File: src/rtl/seq_mult_ctrl.sv
// Shift-add multiplier sequencer driving a shared N-bit ALU.
// One partial product per cycle; product registered on completion.
module seq_mult_ctrl #(
    parameter int N  = 8,
    parameter int CW = 3
) (
    input  logic           clk,
    input  logic           rst,
    input  logic           start,
    input  logic [N-1:0]   multiplicand,
    input  logic [N-1:0]   multiplier,
    output logic [N-1:0]   alu_a,
    output logic [N-1:0]   alu_b,
    output logic [2:0]     alu_i,
    input  logic [N-1:0]   alu_f,
    input  logic           alu_cout,
    output logic           busy,
    output logic           done,
    output logic [2*N-1:0] product
);

    typedef enum logic [1:0] {
        S_IDLE,
        S_RUN,
        S_DONE
    } state_t;

    state_t           r_state;
    logic [N-1:0]     r_acc;
    logic [N-1:0]     r_q;
    logic [N-1:0]     r_m;
    logic [CW-1:0]    r_cnt;
    logic [2*N-1:0]   r_prod;
    logic [2*N-1:0]   w_step;
    logic             w_last;

    // N+1-bit sum shifted right one place; carry lands in acc MSB
    assign w_step = {alu_cout, alu_f, r_q[N-1:1]};
    assign w_last = (r_cnt == CW'(N - 1));

    always_ff @(posedge clk) begin
        if (rst) begin
            r_state <= S_IDLE;
            r_acc   <= '0;
            r_q     <= '0;
            r_m     <= '0;
            r_cnt   <= '0;
            r_prod  <= '0;
        end else begin
            unique case (r_state)
                S_IDLE: begin
                    if (start) begin
                        r_acc   <= '0;
                        r_q     <= multiplier;
                        r_m     <= multiplicand;
                        r_cnt   <= '0;
                        r_state <= S_RUN;
                    end
                end
                S_RUN: begin
                    {r_acc, r_q} <= w_step;
                    r_cnt        <= r_cnt + 1'b1;
                    if (w_last) begin
                        r_prod  <= w_step;
                        r_state <= S_DONE;
                    end
                end
                S_DONE: begin
                    r_state <= S_IDLE;
                end
                default: begin
                    r_state <= S_IDLE;
                end
            endcase
        end
    end

    assign alu_a   = r_acc;
    assign alu_b   = r_q[0] ? r_m : '0;
    assign alu_i   = 3'b000;
    assign busy    = (r_state == S_RUN);
    assign done    = (r_state == S_DONE);
    assign product = r_prod;

endmodule

File: config.mk
export PLATFORM = sky130hd
export DESIGN_NAME = seq_mult_ctrl
export DESIGN_NICKNAME = d
export VERILOG_FILES = /design/src/rtl/seq_mult_ctrl.sv
export SDC_FILE = /design/constraint.sdc
export NUM_CORES = 1
export LEC_CHECK = 0
export ABC_AREA = 0
export CORE_AREA = 2 2 63 95
export DETAILED_ROUTE_END_ITERATION = 6
export DIE_AREA = 0 0 65 97
export PLACE_DENSITY = 0.64
export SKIP_CTS_REPAIR_TIMING = 1
export SYNTH_ARGS = -nofsm -noshare
export SYNTH_HDL_FRONTEND = slang
export SYNTH_SLANG_ARGS = --single-unit
File: constraint.sdc
create_clock -name clk -period 1.7 [get_ports clk]
set_input_delay 0.255 -clock clk [delete_from_list [all_inputs] [get_ports clk]]
set_output_delay 0.255 -clock clk [all_outputs]
set_load 0.01 [all_outputs]
==> impl_metrics.csv <==
group,metric,value,unit
placement,gp_congestion,0.696,
global_route,gr-usage-all-layers,13.2,%
route,drcViolationCount,0,
route,first_iter_violations,36,
critical_path,required,1.44,ns
finish,multi_input_area,746,um2
global_route,grt_pass1_wl,6.33,mm
pwr,peakVddDrop,0.457,mV
placement,placed_cells,275,
route,post_drt_wl_per_cell,13.6,um
finish,fin_nets,242,
yosys,synthTopCellsByCount,"dfxtp_1, a22o_1, mux2i_1",
global_route,antenna_found_initial,0,
critical_path,cpMaxStageDelayCell,"clkdlybuf4s50_1",
sta,drv_slew,0,
sta,fin_crit_sh,94.8,%
yosys,synthArstFlopShare,0,%
yosys,synth_area_per_cell,11.8,um2
outcome,status,"complete, no violations",
yosys,synth-seq-area-share,51.6,%
clocking,cts_buffer_depth,2,
placement,detailed_place_hpwl,2.82,mm
placement,dpl_cell_area,0.00240,mm2
finish,seq_area,906,um2
yosys,synthDistinctLibCells,23,
floorplanning,rows,33,
finish,syn2layout_area_growth,45.2,%
yosys,ys.flop_type,"dfxtp_1",
yosys,synth_area_leaders,"dfxtp_1, a22o_1, mux2i_1, a211oi_2, nor2_1",
finish,fin_cells,283,
route,ant_nets,0,
route,drtPass1Iterations,4,
clocking,cts_htree_levels,2,
route,drt-vias-per-instance,4.68,
clocking,root_buffer,"clkbuf_8",
yosys,synth_edf_count,0,
floorplanning,die_w,65,um
sta,hold_violations,0,
critical_path,critPathArrivalTime,1.36,ns
sta,setup_viol,0,
floorplanning,die_y,97,um
pwr,powerDensity,885,mW/mm2
yosys,synth_top_area_cell,"dfxtp_1",
placement,numPortBuffers,61,
finish,final_area,0.00253,mm2
sta,hold-worst-slack,0.477,ns
critical_path,endpoint_kind,"output pin",
critical_path,worstSetupPathType,"flop to output pin",
yosys,yosysMostFrequentCell,"dfxtp_1",
min_path,hp-class,"flop to flop",
floorplanning,boundaryPins,65,
critical_path,path_max_fanout,9,
floorplanning,start_util,32.3,%
sta,skew,0.00456,ns
clocking,cts_tree,"yes",
sta,setup_tns,0,ns
clocking,path_clk_slew,0.08,ns
global_route,grt_max_degree,18,
clocking,clk_latency,0.29,ns
critical_path,path_cells,"and2_1 > clkdlybuf4s50_1",
sta,rsz0062_at_grt,"false",
clocking,cts_buffers,5,
yosys,syn_area,0.00175,mm2
global_route,grt_pass1_vias,1342,
sta,fmax,620,MHz
pwr,p_leak,1.02,nW
critical_path,max_stage_delay,0.53,ns
critical_path,cp_num_buf_inv,1,
yosys,yosys_warnings,0,
sta,finalCriticalPeriod,1.61,ns
floorplanning,die-area,0.00631,mm2
finish,drive_gt1_share,16.0,%
job,maxCapViolCount,0,
finish,fillers,540,
critical_path,critPathTopFamily,"buffers and inverters",
floorplanning,core_area,0.00541,mm2
yosys,synthCells,148,
yosys,synth_top_area_share,51.6,%
finish,num_antenna_cells,0,
route,num_vias,1325,
yosys,ys_ff_latch,45,
route,postRouteWirelength,3.86,mm
global_route,overflow,0,
clocking,cts.sinks,45,
critical_path,worstSetupStartpointType,"flop",
logic make-up (layout without fill, tap and decap cells):
kind of cell    after synthesis  in the layout  synth area share, %
simple gates                 31             31                 10.3
compound gates               37             37                 20.1
flops                        45             45                 51.6
buf+inv                      15             78                 6.52
mux                          17             17                 9.82
fa+ha+maj                     2              2                 1.43
other cells                   1              3                0.215
metal layers:
metal	part of all wire (%)	wire, um	track usage, %	vias up
met5	0	0	0	-
met4	2.1	82	6.38	0
met3	3.9	151	3.26	4
met2	50	1950	20.7	34
met1	43	1680	16.6	633
li1	-	-	-	654
per-stage QoR:
stage	utilization [%]	setup WS [ns]	total power, W
finish	46.9	0.0877	0.00224
floorplan	-	0.306	0.00131
CTS	46.5	-0.0670	0.00227
global route	46.9	0.0149	0.00234
detailed placement	44.4	0.0402	0.00144
global placement	44.4	0.0583	0.00144
registers in the layout, summed over array words and instances (netlist names):
register and count:
product 16, alu_a 8, r_m 8, r_q 8, r_cnt 3, r_state 2
path summary, 6_finish.rpt:
path                 end  depth (start not counted)  startpoint  slack [ns]
max             alu_b[3]                          2      r_q[0]        0.09
min           product[5]                          1  product[5]        0.48
max reg2reg  product[13]                          4    r_cnt[0]        0.28
min reg2reg   product[5]                          1  product[5]        0.48
power breakdown:
group	leakage [nW]	internal, W	switching (W)
clock	0.0585	0.000479	0.000352
sequential	0.368	0.00110	0.0000301
combinational	0.593	0.000161	0.000123
worst register-to-register path: stages (launching register included):
cell and delay (ns):
dfxtp_1 0.32, ha_1 0.19, ha_1 0.23, a21oi_4 0.42
a22o_1 0.20
layout by cell type (no fill, tap or decap), types with 2 or more instances in the layout:
cell             netlist  layout
a22o_1                26      26
nor3b_2                2       2
and2_1                 8       8
clkbuf_8               0       6
conb_1                 1       3
dlymetal6s2s_1         0       2
nor2_1                15      15
a211oi_2               8       8
nor2_2                 2       2
buf_4                  7       8
ha_1                   2       2
mux2i_1               16      16
clkdlybuf4s50_1        0      59
dfxtp_1               45      43
cell type report:
| cell class | count | area share, % |
|---|---|---|
| timing repair buffer | 69 | 26.7 |
| multi-input combinational | 90 | 29.4 |
| clock buffer | 7 | 3.41 |
| inverter | 1 | 0.148 |
| sequential | 45 | 35.7 |
| clock inverter | 1 | 1.18 |
| tap | 70 | 3.46 |
No activity file was read; power rests on OpenSTA's default activity.
